<file path="src/rtl/alu_pipe.sv">
// Two-stage pipelined ALU with a valid/ready handshake on both sides.
// Stage 1 captures the operation, the ALU evaluates it combinationally, and
// stage 2 holds the result and its flags until the consumer takes them.
// A sticky bit records that an overflowing ADD/SUB result was delivered.
module alu_pipe #(
    parameter int WIDTH = 32,
    localparam int SHW = $clog2(WIDTH)
) (
    input  logic             clock,
    input  logic             reset_n,
    input  logic             in_valid,
    output logic             in_ready,
    input  logic [4:0]       ctrl_ALUopcode,
    input  logic [SHW-1:0]   ctrl_shiftamt,
    input  logic [WIDTH-1:0] data_operandA,
    input  logic [WIDTH-1:0] data_operandB,
    output logic             out_valid,
    input  logic             out_ready,
    output logic [WIDTH-1:0] data_result,
    output logic             isNotEqual,
    output logic             isLessThan,
    output logic             overflow,
    output logic             illegal_op,
    input  logic             clear_sticky,
    output logic             ovf_sticky
);

    localparam logic [4:0] OP_ADD = 5'b00000;
    localparam logic [4:0] OP_SUB = 5'b00001;
    localparam logic [4:0] OP_AND = 5'b00010;
    localparam logic [4:0] OP_OR  = 5'b00011;
    localparam logic [4:0] OP_SLL = 5'b00100;
    localparam logic [4:0] OP_SRA = 5'b00101;
    localparam logic [4:0] OP_SRL = 5'b00110;
    localparam logic [4:0] OP_SLT = 5'b00111;

    // Stage 1: the captured operation
    logic             s1_valid_r;
    logic [4:0]       s1_op_r;
    logic [SHW-1:0]   s1_shamt_r;
    logic [WIDTH-1:0] s1_a_r;
    logic [WIDTH-1:0] s1_b_r;

    // Stage 2: the result presented to the consumer
    logic             out_valid_r;
    logic [WIDTH-1:0] result_r;
    logic             ne_r;
    logic             lt_r;
    logic             ovf_r;
    logic             ill_r;
    logic             sticky_r;

    // Handshake and ALU combinational signals
    logic             s2_load_s;
    logic             accept_s;
    logic             deliver_s;
    logic [WIDTH-1:0] sum_s;
    logic [WIDTH-1:0] diff_s;
    logic             add_ovf_s;
    logic             sub_ovf_s;
    logic             lt_s;
    logic             ne_s;
    logic [WIDTH-1:0] alu_res_s;
    logic             alu_ne_s;
    logic             alu_lt_s;
    logic             alu_ovf_s;
    logic             alu_ill_s;

    // Stage 2 advances when it is empty or its result is being taken; the
    // ready path from out_ready is deliberately combinational (no skid buffer).
    assign s2_load_s = s1_valid_r && (!out_valid_r || out_ready);
    assign in_ready  = !s1_valid_r || s2_load_s;
    assign accept_s  = in_valid && in_ready;
    assign deliver_s = out_valid_r && out_ready;

    // ALU: evaluate the stage-1 operation and its comparison/overflow flags
    always_comb begin
        sum_s     = s1_a_r + s1_b_r;
        diff_s    = s1_a_r - s1_b_r;
        add_ovf_s = (s1_a_r[WIDTH-1] == s1_b_r[WIDTH-1]) && (sum_s[WIDTH-1] != s1_a_r[WIDTH-1]);
        sub_ovf_s = (s1_a_r[WIDTH-1] != s1_b_r[WIDTH-1]) && (diff_s[WIDTH-1] != s1_a_r[WIDTH-1]);
        // Signed less-than stays correct even when A-B wraps around
        lt_s      = diff_s[WIDTH-1] ^ sub_ovf_s;
        ne_s      = (s1_a_r != s1_b_r);
        alu_res_s = {WIDTH{1'b0}};
        alu_ne_s  = ne_s;
        alu_lt_s  = lt_s;
        alu_ovf_s = 1'b0;
        alu_ill_s = 1'b0;
        case (s1_op_r)
            OP_ADD: begin
                alu_res_s = sum_s;
                alu_ovf_s = add_ovf_s;
            end
            OP_SUB: begin
                alu_res_s = diff_s;
                alu_ovf_s = sub_ovf_s;
            end
            OP_AND: alu_res_s = s1_a_r & s1_b_r;
            OP_OR:  alu_res_s = s1_a_r | s1_b_r;
            OP_SLL: alu_res_s = s1_a_r << s1_shamt_r;
            OP_SRA: alu_res_s = $unsigned($signed(s1_a_r) >>> s1_shamt_r);
            OP_SRL: alu_res_s = s1_a_r >> s1_shamt_r;
            OP_SLT: alu_res_s = {{(WIDTH-1){1'b0}}, lt_s};
            default: begin
                alu_res_s = {WIDTH{1'b0}};
                alu_ne_s  = 1'b0;
                alu_lt_s  = 1'b0;
                alu_ovf_s = 1'b0;
                alu_ill_s = 1'b1;
            end
        endcase
    end

    // Stage 1: capture a new operation on acceptance, empty when it moves on
    always_ff @(posedge clock or negedge reset_n) begin
        if (!reset_n) begin
            s1_valid_r <= 1'b0;
            s1_op_r    <= 5'b00000;
            s1_shamt_r <= {SHW{1'b0}};
            s1_a_r     <= {WIDTH{1'b0}};
            s1_b_r     <= {WIDTH{1'b0}};
        end else if (accept_s) begin
            s1_valid_r <= 1'b1;
            s1_op_r    <= ctrl_ALUopcode;
            s1_shamt_r <= ctrl_shiftamt;
            s1_a_r     <= data_operandA;
            s1_b_r     <= data_operandB;
        end else if (s2_load_s) begin
            s1_valid_r <= 1'b0;
        end else begin
            s1_valid_r <= s1_valid_r;
        end
    end

    // Stage 2: load the ALU result, hold it steady while stalled
    always_ff @(posedge clock or negedge reset_n) begin
        if (!reset_n) begin
            out_valid_r <= 1'b0;
            result_r    <= {WIDTH{1'b0}};
            ne_r        <= 1'b0;
            lt_r        <= 1'b0;
            ovf_r       <= 1'b0;
            ill_r       <= 1'b0;
        end else if (s2_load_s) begin
            out_valid_r <= 1'b1;
            result_r    <= alu_res_s;
            ne_r        <= alu_ne_s;
            lt_r        <= alu_lt_s;
            ovf_r       <= alu_ovf_s;
            ill_r       <= alu_ill_s;
        end else if (out_ready) begin
            out_valid_r <= 1'b0;
        end else begin
            out_valid_r <= out_valid_r;
        end
    end

    // Sticky overflow: a delivered overflow wins over a same-cycle clear
    always_ff @(posedge clock or negedge reset_n) begin
        if (!reset_n) begin
            sticky_r <= 1'b0;
        end else if (deliver_s && ovf_r) begin
            sticky_r <= 1'b1;
        end else if (clear_sticky) begin
            sticky_r <= 1'b0;
        end else begin
            sticky_r <= sticky_r;
        end
    end

    assign out_valid   = out_valid_r;
    assign data_result = result_r;
    assign isNotEqual  = ne_r;
    assign isLessThan  = lt_r;
    assign overflow    = ovf_r;
    assign illegal_op  = ill_r;
    assign ovf_sticky  = sticky_r;

endmodule

</file>
<file path="config.mk">
export PLATFORM = sky130hd
export DESIGN_NAME = alu_pipe
export DESIGN_NICKNAME = d
export VERILOG_FILES = /design/src/rtl/alu_pipe.sv
export SDC_FILE = /design/constraint.sdc
export NUM_CORES = 1
export LEC_CHECK = 0
export CAP_MARGIN = 10
export CORE_ASPECT_RATIO = 1.2
export CORE_MARGIN = 2
export CORE_UTILIZATION = 45
export CTS_CLUSTER_SIZE = 10
export DETAILED_ROUTE_END_ITERATION = 8
export GPL_ROUTABILITY_DRIVEN = 0
export PLACE_DENSITY = 0.68
export SETUP_SLACK_MARGIN = 0.3
export SLEW_MARGIN = 20
export SYNTH_ARGS = -nofsm -noshare
export SYNTH_HDL_FRONTEND = slang
export SYNTH_SLANG_ARGS = --single-unit
</file>
<file path="constraint.sdc">
create_clock -name clock -period 6.3 [get_ports clock]
set_input_delay 1.575 -clock clock [delete_from_list [all_inputs] [get_ports clock]]
set_output_delay 1.575 -clock clock [all_outputs]
set_load 0.005 [all_outputs]
</file>
==> results.ini, run 1 <==
[status]
status = finished, final reports clean

[detailed_routing]
drtIter0Drc = 1477
post_drt_wl_per_cell_um = 23.9
vias = 13100
route.detailed.drc = 0
dr.pass1.iters = 6
ant_nets = 0
vias_per_cell = 6.57
totalWireLength_um = 47700

[sta]
finalSetupTns_ns = 0
finClkSkew_ns = 0.0154
worst_pin_slew_ns = 1.22
max_freq_mhz = 226
report.final.slew_viol_count = 0
post-route-min-period_ns = 4.42
period_share_pct = 70.2
finalSetupViolCount = 0
rsz0062_at_grt = no
finalHoldViolCount = 0
slew_headroom_pct = 18.2

[power]
power.density_nw_per_um2 = 300
seqPwrFrac_pct = 23.7
p_clk_share_pct = 24.2
irDropWorstVdd_v = 0.000158
combPwrFrac_pct = 52.1
p_int_mw = 2.55
power_switching_mw = 1.99
power.leakage_nw = 6.33
switching_share_pct = 43.8

[synthesis]
syn_area_per_cell_um2 = 8.46
synth_ff_type = dfrtp_1
synth_area_leaders = dfrtp_1, mux4_2, ha_1, mux2_2, a21oi_1
synthAdderAreaFrac_pct = 10.3
syn_nets = 1741
synth_top_area_share_pct = 21.5
synth_seq_cells = 113
yosysSeqAreaShare_pct = 21.5
synth_edf_count = 0
synth-compound-area-share_pct = 21.3
ys_async_sr_fraction_pct = 100
yosys.area_share.simple_pct = 16.1
yosysMostFrequentCell = nand2_1
syn_inst = 1555
synth_commonest_cells = nand2_1, nor2_1, a21oi_1
synth_area_um2 = 13200
synth_top_area_cell = dfrtp_1
ys_warn_count = 0
yosys.cell_types.count = 81
synth_xor_area_share_pct = 1.59
synth_top_family_by_area = multiplexers
synth.mux.area_fraction_pct = 21.9

[clocking]
ctsResizeCount = 0
cts_htree_levels = 4
cts_hold_buf = 0
clock-sinks = 113
cts.clk_slew.worst_paths_ns = 0.07
post_cts_buffers = 0
clock_latency_ns = 0.44
numCtsBuffers = 17
clk_path_buf_depth = 2
cts_tree = built
cts-root-buf = clkbuf_16

[layout]
final_nets = 1782
regArea_um2 = 2840
fillCellCount = 2723
final_area_um2 = 15200
drive_gt1_share_pct = 15.0
insertedDiodeCount = 0
area_growth_pct = 15.1
multi_input_area_um2 = 9410

[place]
dp_hpwl_um = 35100
placed_area_um2 = 14500
port_buffers = 117

[floorplan]
rows = 68
die_area_um2 = 30600
start_util_pct = 45.8
io_pins = 118
core_um2 = 28800
die_width_um = 160
die_h_um = 191

[job]
drv_cap = 0

[worst_setup_path]
startpoint_type = primary input
cp_cell_sequence = clkdlybuf4s50_1 > nand3b_1 > clkdlybuf4s50_1
slowest_delay_ns = 0.56
crit_arrival_ns = 2.84
critPathSlowestCell = clkdlybuf4s50_1
end_kind = output pin
path_class = primary input to output pin
cp_max_fo = 3
critPathBufInv = 2
required_ns = 4.72
cpLargestDelayFamily = buffers and inverters
cp_common_cell = clkdlybuf4s50_1

[grt]
antenna_found_initial = 0
grt_pass1_vias = 12500
grt_use_total_pct = 31.0
grt_pass1_wl_um = 72900
grt_overflow_total = 0
grt_max_degree = 85

[min_path]
worst_hold_path_type = flop to flop

-- layout make-up --
type	count	area share [%]
clock buffers	20	3.01
clock inverters	11	1.22
inverters	105	2.60
multi-input cells	1216	62.1
flip-flops and latches	113	18.7
well taps	385	3.18
repair buffers	143	9.13
-- registers in the layout, indices dropped and copies added, names as in the netlist, 5 cells and up --
signal and cells:
data_result 32, s1_a_r 32, s1_shamt_r 5, s1_b_r 32, s1_op_r 5
-- per-stage QoR --
stage	hold WS (ns)	std cells	setup WS, ns	total power, mW	utilization (%)
2_1_floorplan	0.463	1555	2.53	2.65	-
3_3_place_gp	0.458	1961	1.95	3.33	50.4
3_5_place_dp	0.462	1961	1.94	3.36	50.4
4_1_cts	0.476	1992	1.94	4.48	52.6
5_1_grt	0.491	1993	1.72	4.78	52.7
6_report	0.478	1993	1.88	4.54	52.7
-- cell usage in the layout (no fill, tap or decap), types with 17 or more instances in the layout --
| cell type | n |
|---|---|
| a211oi_1 | 23 |
| a21oi_1 | 123 |
| a31oi_1 | 17 |
| buf_4 | 26 |
| clkbuf_16 | 17 |
| clkdlybuf4s50_1 | 116 |
| dfrtp_1 | 109 |
| ha_1 | 104 |
| inv_1 | 102 |
| mux2_2 | 87 |
| mux2i_1 | 59 |
| mux4_2 | 58 |
| nand2_1 | 139 |
| nand2b_1 | 22 |
| nand3_1 | 24 |
| nor2_1 | 130 |
| nor3_1 | 28 |
| o211ai_1 | 18 |
| o21ai_0 | 99 |
| o31ai_1 | 18 |
| xnor2_1 | 17 |
-- final timing paths --
path | from | to | cells after the start | slack [ns]
max in group asynchronous | reset_n | s1_a_r[18] | 2 | 3.83
setup reg to reg | s1_a_r[5] | data_result[31] | 15 | 2.00
min in group asynchronous | reset_n | s1_b_r[28] | 1 | 1.21
setup / recovery | out_ready | in_ready | 3 | 1.88
hold / removal | isNotEqual | isNotEqual | 2 | 0.48
hold reg to reg | isNotEqual | isNotEqual | 2 | 0.48
-- metal layers --
metal	track usage (%)	share of wire (%)	vias up
li1	-	-	5763
met1	38.0	37	6198
met2	49.1	45	902
met3	6.05	9.9	232
met4	22.6	8.4	0
met5	0	0	-
-- kinds of logic after synthesis --
logic type,after synthesis
muxes,205
xor gates and xnor gates,23
buffers and inverters,226
DFF,113
AOI/OAI and AO/OA,436
adders and majority gates,107
and+or+nand+nor,445
-- tightest hold or removal path: stages (launching register included) --
cell and delay (ns):
dfrtp_1 0.35, nand2_1 0.05, nand2_1 0.05
-- power groups by stage --
stage,registers [mW],clock network [mW],logic (mW)
after floorplan,0.946,0,1.71
after global routing,1.09,1.14,2.54
after detailed placement,1.08,0,2.28
final,1.08,1.10,2.37
after CTS,1.07,1.11,2.30
after global placement,1.07,0,2.26
Note: power is estimated with default switching activity, not from simulation.
==> run 2: changes to the inputs <==
==> constraint.sdc (replaced) <==
create_clock -name clock -period 4.6 [get_ports clock]
set_input_delay 1.15 -clock clock [delete_from_list [all_inputs] [get_ports clock]]
set_output_delay 1.15 -clock clock [all_outputs]
set_load 0.005 [all_outputs]
==> run 2 against run 1 <==
First-iteration DRC count rose by 12%. Highest routed layer unchanged. Setup slack worse by 1.3 ns. Critical endpoint is now data_result[31]. Core utilization rose by 0.33 points. Combinational power up 42%. Final area up 0.64%. Total power increased by 36%. Die area unchanged. Clock skew shrank 0.0022 ns.
==> results.ini, run 2 (same netlist as run 1, synthesis figures left out) <==
[layout]
final_cell_mix = nand2_1, nor2_1, a21oi_1
final_nets = 1802  ; +1.1%
final_common_cell = nand2_1
post-route-util_pct = 53.0  ; +0.33 points
area_growth_pct = 15.8
drive_gt1_share_pct = 16.2  ; +1.2 points
insertedDiodeCount = 0  ; unchanged

[clocking]
cts-root-buf = clkbuf_16
numCtsBuffers = 17  ; unchanged
cts_tree = built
clock_latency_ns = 0.44  ; about the same
cts.clk_slew.worst_paths_ns = 0.06  ; about the same
clk_path_buf_depth = 2  ; unchanged
cts_htree_levels = 4  ; unchanged
clock-sinks = 113  ; unchanged

[grt]
grt_pass1_vias = 12300  ; -1.2%
grt_overflow_total = 0  ; unchanged
grt_pass1_wl_um = 74100  ; +1.6%
antenna_found_initial = 0  ; unchanged
grt_use_total_pct = 31.9  ; +0.83 points
grt_max_degree = 76  ; -11%

[sta]
worst_pin_slew_ns = 0.959  ; -0.261 ns
finalSetupTns_ns = 0  ; unchanged
period_share_pct = 87.9
finalSetupViolCount = 0  ; unchanged
post-route-min-period_ns = 4.04
finClkSkew_ns = 0.0133  ; -0.00218 ns
slew_headroom_pct = 36.1  ; +18 points
finalHoldViolCount = 0  ; unchanged
rsz0062_at_grt = no
max_freq_mhz = 247
report.final.slew_viol_count = 0  ; unchanged

[floorplan]
die_h_um = 191  ; unchanged
die_width_um = 160  ; unchanged
io_pins = 118  ; unchanged
core_um2 = 28800  ; unchanged
rows = 68  ; unchanged
die_area_um2 = 30600  ; unchanged
start_util_pct = 45.8  ; unchanged

[place]
dp_hpwl_um = 36300  ; +3.4%
port_buffers = 117  ; unchanged

[power]
p_clk_share_pct = 22.4  ; -1.8 points
seqPwrFrac_pct = 23.1  ; -0.6 points
power_switching_mw = 2.78  ; +39%
switching_share_pct = 45.0  ; +1.2 points
power_mw = 6.17  ; +36%
power.leakage_nw = 6.39  ; +0.98%
irDropWorstVdd_v = 0.000184  ; +17%
power.density_nw_per_um2 = 405  ; +35%
p_int_mw = 3.40  ; +33%
combPwrFrac_pct = 54.5  ; +2.4 points

[worst_setup_path]
cp_max_fo = 11  ; +8
cp_common_cell = o21ai_0
critPathSlowestCell = dfrtp_1
startpoint_type = flop
path_class = flop to flop
end_kind = flop
slowest_delay_ns = 0.58  ; +0.02 ns
cp_cell_sequence = inv_1 > ha_1 > inv_1 > a21oi_1 > o221ai_2 > a221oi_2 > o211ai_1 > o21ai_0 > nor2_1 > o21ai_0 > nand2b_1 > fa_1 > a221o_1 > o21ai_0 > o311ai_1
ff2ff_path_depth = 15  ; unchanged
critPathBufInv = 2  ; unchanged
crit_arrival_ns = 4.33  ; +1.49 ns
cp.depth = 15  ; +12
cpLargestDelayFamily = compound AO/OA/AOI/OAI gates
required_ns = 4.89  ; +0.17 ns

[detailed_routing]
dr.pass1.iters = 7  ; +1
wl_met3_um = 4720  ; +0.17%
drtIter0Drc = 1647  ; +12%
drt-met1-wl_um = 18400  ; +4.1%
route.detailed.drc = 0  ; unchanged
totalWireLength_um = 49000  ; +2.8%
vias = 13100  ; +0.35%
wl_met2_um = 21700  ; +1.8%
vias_per_cell = 6.53  ; -0.60%
post_drt_wl_per_cell_um = 24.4  ; +1.9%
maxUsedRoutingLayer = met4
ant_nets = 0  ; unchanged

[status]
status = finished, final reports clean

[min_path]
worst_hold_path_type = flop to flop
whs_path_depth = 2  ; unchanged

[job]
drv_cap = 0  ; unchanged

[run 2: final timing paths]
path / startpoint / to / slack (ns)
setup / recovery: s1_a_r[2] / data_result[31] / 0.56
hold / removal: isNotEqual / isNotEqual / 0.48
setup reg to reg: s1_a_r[2] / data_result[31] / 0.56
hold reg to reg: isNotEqual / isNotEqual / 0.48
max in group asynchronous: reset_n / data_result[20] / 3.08
min in group asynchronous: reset_n / s1_a_r[22] / 0.73
[run 2: area by class of cell]
class / instances / area (um^2)
Fill cell: 2688 / 13500
Inverter: 105 / 394
Timing Repair Buffer: 163 / 1530
Tap cell: 385 / 482
Sequential cell: 113 / 2840
Clock buffer: 21 / 480
Clock inverter: 9 / 106
Multi-Input combinational cell: 1216 / 9420
[run 2: metrics by stage]
step	hold WS [ns]	cells	area, um^2	setup WS (ns)
6_report	0.479	2012	15200	0.558
5_1_grt	0.509	2012	15200	0.370
4_1_cts	0.482	2011	15200	0.422
3_5_place_dp	0.468	1981	14600	0.453
3_3_place_gp	0.457	1981	14600	0.587
2_1_floorplan	0.463	1555	13200	0.832
[run 2: power groups by stage]
stage                     Combinational (mW)  Clock [mW]  Sequential, mW
after global routing                    3.59        1.43            1.45
after CTS                               3.24        1.40            1.42
after global placement                  3.19           0            1.42
after floorplan                         2.34           0            1.30
after detailed placement                3.22           0            1.43
final                                   3.36        1.39            1.43
[run 2: per-layer routing]
layer	track usage (%)	up-vias
li1	-	5815
met1	38.7	6213
met2	50.1	888
met3	6.94	225
met4	23.5	0
met5	0	-
[run 2: worst min-delay path, delay by kind of cell, from the launching register on]
family,cells,cell delay [ns]
DFF,1,0.35
and+or+nand+nor,2,0.10
[run 2: what timing repair did]
item | CTS | global route
setup endpoints to repair | 0 | 3
resized for setup | 0 | 3
hold buffers | 0 | 0
setup buffers | 0 | 1
==> run 3: changes to the inputs <==
--- a/config.mk
+++ b/config.mk
@@ -5,10 +5,12 @@
 export SDC_FILE = /design/constraint.sdc
 export NUM_CORES = 1
 export LEC_CHECK = 0
+export ABC_CLOCK_PERIOD_IN_PS = 4059
 export CAP_MARGIN = 10
 export CORE_ASPECT_RATIO = 1.2
 export CORE_MARGIN = 2
 export CORE_UTILIZATION = 45
+export CTS_CLUSTER_DIAMETER = 60
 export CTS_CLUSTER_SIZE = 10
 export DETAILED_ROUTE_END_ITERATION = 8
 export GPL_ROUTABILITY_DRIVEN = 0
==> constraint.sdc (replaced) <==
create_clock -name clock -period 4.06 [get_ports clock]
set_input_delay 1.015 -clock clock [delete_from_list [all_inputs] [get_ports clock]]
set_output_delay 1.015 -clock clock [all_outputs]
set_load 0.005 [all_outputs]
==> run 3 against run 2 <==
Maximum frequency grew 11%. Largest cell class unchanged. Via count grew 2.7%. Critical endpoint unchanged. Total power grew 17%. Critical path type unchanged. Global-route usage grew 1.2 points. Sequential share of layout area shrank 0.65 points. Register-to-register slack lost 0.15 ns. Critical path depth is the same.
==> results.ini, run 3 (same netlist as run 1, synthesis figures left out) <==
[sta]
finalSetupViolCount = 0  ; unchanged
finalSetupTns_ns = 0  ; unchanged
period_share_pct = 90.0  ; +2.2 points
report.final.slew_viol_count = 0  ; unchanged
timing.final.ws_setup_ns = 0.404  ; -0.154 ns
worst_pin_slew_ns = 0.962  ; +0.00246 ns
slew_headroom_pct = 35.2  ; -0.84 points
finClkSkew_ns = 0.0106  ; -0.00268 ns
rsz0062_at_grt = yes
max_freq_mhz = 274  ; +11%
post-route-min-period_ns = 3.66  ; -0.386 ns
finalHoldViolCount = 0  ; unchanged

[grt]
grt_pass1_wl_um = 76600  ; +3.5%
grt_pass1_vias = 12800  ; +3.9%
grt_max_degree = 62  ; -18%
antenna_found_initial = 0  ; unchanged
grt_use_total_pct = 33.1  ; +1.2 points
grt_overflow_total = 0  ; unchanged

[place]
dp_hpwl_um = 37500  ; +3.3%
port_buffers = 117  ; unchanged
dp_cells = 2021  ; +2.0%
pre_cts_slack_ns = 0.195  ; -0.259 ns

[layout]
drive_gt1_share_pct = 19.7  ; +3.5 points
final_cell_mix = nand2_1, nor2_1, a21oi_1
insertedDiodeCount = 0  ; unchanged
fillCellCount = 2705  ; +0.63%
post-route-util_pct = 54.9  ; +1.9 points
finalNonFillerCells = 2060  ; +2.4%
area_growth_pct = 20.0
final_nets = 1848  ; +2.6%
final_common_cell = nand2_1

[clocking]
clock_latency_ns = 0.45  ; about the same
clock-sinks = 113  ; unchanged
numCtsBuffers = 17  ; unchanged
cts.clk_slew.worst_paths_ns = 0.06  ; about the same
cts-root-buf = clkbuf_16
cts_htree_levels = 4  ; unchanged
clk_path_buf_depth = 2  ; unchanged
cts_tree = built

[floorplan]
die_area_um2 = 30600  ; unchanged
core_um2 = 28800  ; unchanged
start_util_pct = 45.8  ; unchanged
die_width_um = 160  ; unchanged
rows = 68  ; unchanged
io_pins = 118  ; unchanged
die_h_um = 191  ; unchanged

[detailed_routing]
drtIter0Drc = 1542  ; -6.4%
route.detailed.drc = 0  ; unchanged
vias_per_cell = 6.55  ; +0.28%
ant_nets = 0  ; unchanged
post_drt_wl_per_cell_um = 24.4  ; +0.14%
dr.pass1.iters = 9  ; +2
totalWireLength_um = 50300  ; +2.5%
vias = 13500  ; +2.7%

[worst_setup_path]
startpoint_type = flop
crit_arrival_ns = 3.97  ; -0.36 ns
cp_common_cell = o21ai_1
critPathSlowestCell = or4_4
end_kind = flop
slowest_delay_ns = 0.58  ; about the same
cp_cell_sequence = inv_1 > ha_4 > or4_4 > and2b_2 > and2_4 > a221oi_4 > o211ai_1 > o21ai_1 > nor2_1 > o21ai_1 > nand2b_1 > fa_1 > a221o_1 > o21ai_1 > o311ai_1
required_ns = 4.37  ; -0.52 ns
path_class = flop to flop
cp_max_fo = 3  ; -8

[job]
drv_cap = 0  ; unchanged

[power]
switching_share_pct = 44.7  ; -0.31 points
irDropWorstVdd_v = 0.000245  ; +33%
power.density_nw_per_um2 = 457  ; +13%
power_switching_mw = 3.23  ; +16%
power.leakage_nw = 6.63  ; +3.7%
power_mw = 7.22  ; +17%
combPwrFrac_pct = 56.6  ; +2.1 points
p_int_mw = 4.00  ; +18%
p_clk_share_pct = 21.8  ; -0.6 points
seqPwrFrac_pct = 21.6  ; -1.5 points

[status]
status = finished, final reports clean

[min_path]
worst_hold_path_type = flop to flop

==> run 3: changes by cell type in the layout (fill, tap and decap cells not counted), sizes merged <==
cell      change
clkinvlp      +1
clkbuf        -2
clkinv        +2
bufinv        +1
buf          +46
==> run 3: final cells by class <==
cell class / instances / area [um^2] / area share (%)
clock inverter: 13 / 161 / 1.02
sequential: 113 / 2840 / 18.0
timing repair buffer: 209 / 1910 / 12.1
tap: 385 / 482 / 3.05
multi-input combinational: 1216 / 9570 / 60.6
inverter: 105 / 394 / 2.50
clock buffer: 19 / 433 / 2.74
==> run 3: metrics by stage <==
step	cell area, um^2	hold slack, ns
2_1_floorplan	13200	0.463
3_3_place_gp	15000	0.457
3_5_place_dp	15000	0.467
4_1_cts	15600	0.480
5_1_grt	15800	0.511
6_report	15800	0.474
==> run 3: what timing repair did <==
action                     4_1_cts  5_1_grt
setup buffers                    1        6
pin swaps                        1       10
gates resized for setup          3       29
setup endpoints to repair        2        8
hold buffers                     0        0
==> run 3: final timing paths <==
check | from | to | slack, ns | depth (start not counted)
worst max-delay path | s1_b_r[18] | data_result[31] | 0.40 | 15
worst min-delay path | isNotEqual | isNotEqual | 0.47 | 2
worst max register to register | s1_b_r[18] | data_result[31] | 0.40 | 15
worst min register to register | isNotEqual | isNotEqual | 0.47 | 2
max in group asynchronous | reset_n | data_result[24] | 2.62 | 2
min in group asynchronous | reset_n | s1_a_r[27] | 0.59 | 1
==> run 3: power groups by stage <==
stage	Clock (mW)	Sequential (mW)	Combinational (mW)
finish	1.57	1.56	4.09
global route	1.63	1.59	4.38
CTS	1.59	1.55	3.87
detailed placement	0	1.57	3.84
global placement	0	1.56	3.81
floorplan	0	1.47	2.65
==> run 3: worst max-delay path: cells and delay by family (launching register included) <==
family | cells | cell delay (ns)
adder cells (fa/ha/maj) | 2 | 0.66
AND/OR/NAND/NOR | 5 | 1.24
buffers and inverters | 1 | 0.12
AO/OA/AOI/OAI | 7 | 1.10
flip-flops | 1 | 0.40
==> run 3: routing by layer <==
layer  track usage [%]  wire length, um
met5                 0                0
met3              7.33             5190
met4              26.0             4550
met1              40.0            18400
met2              51.1            22200
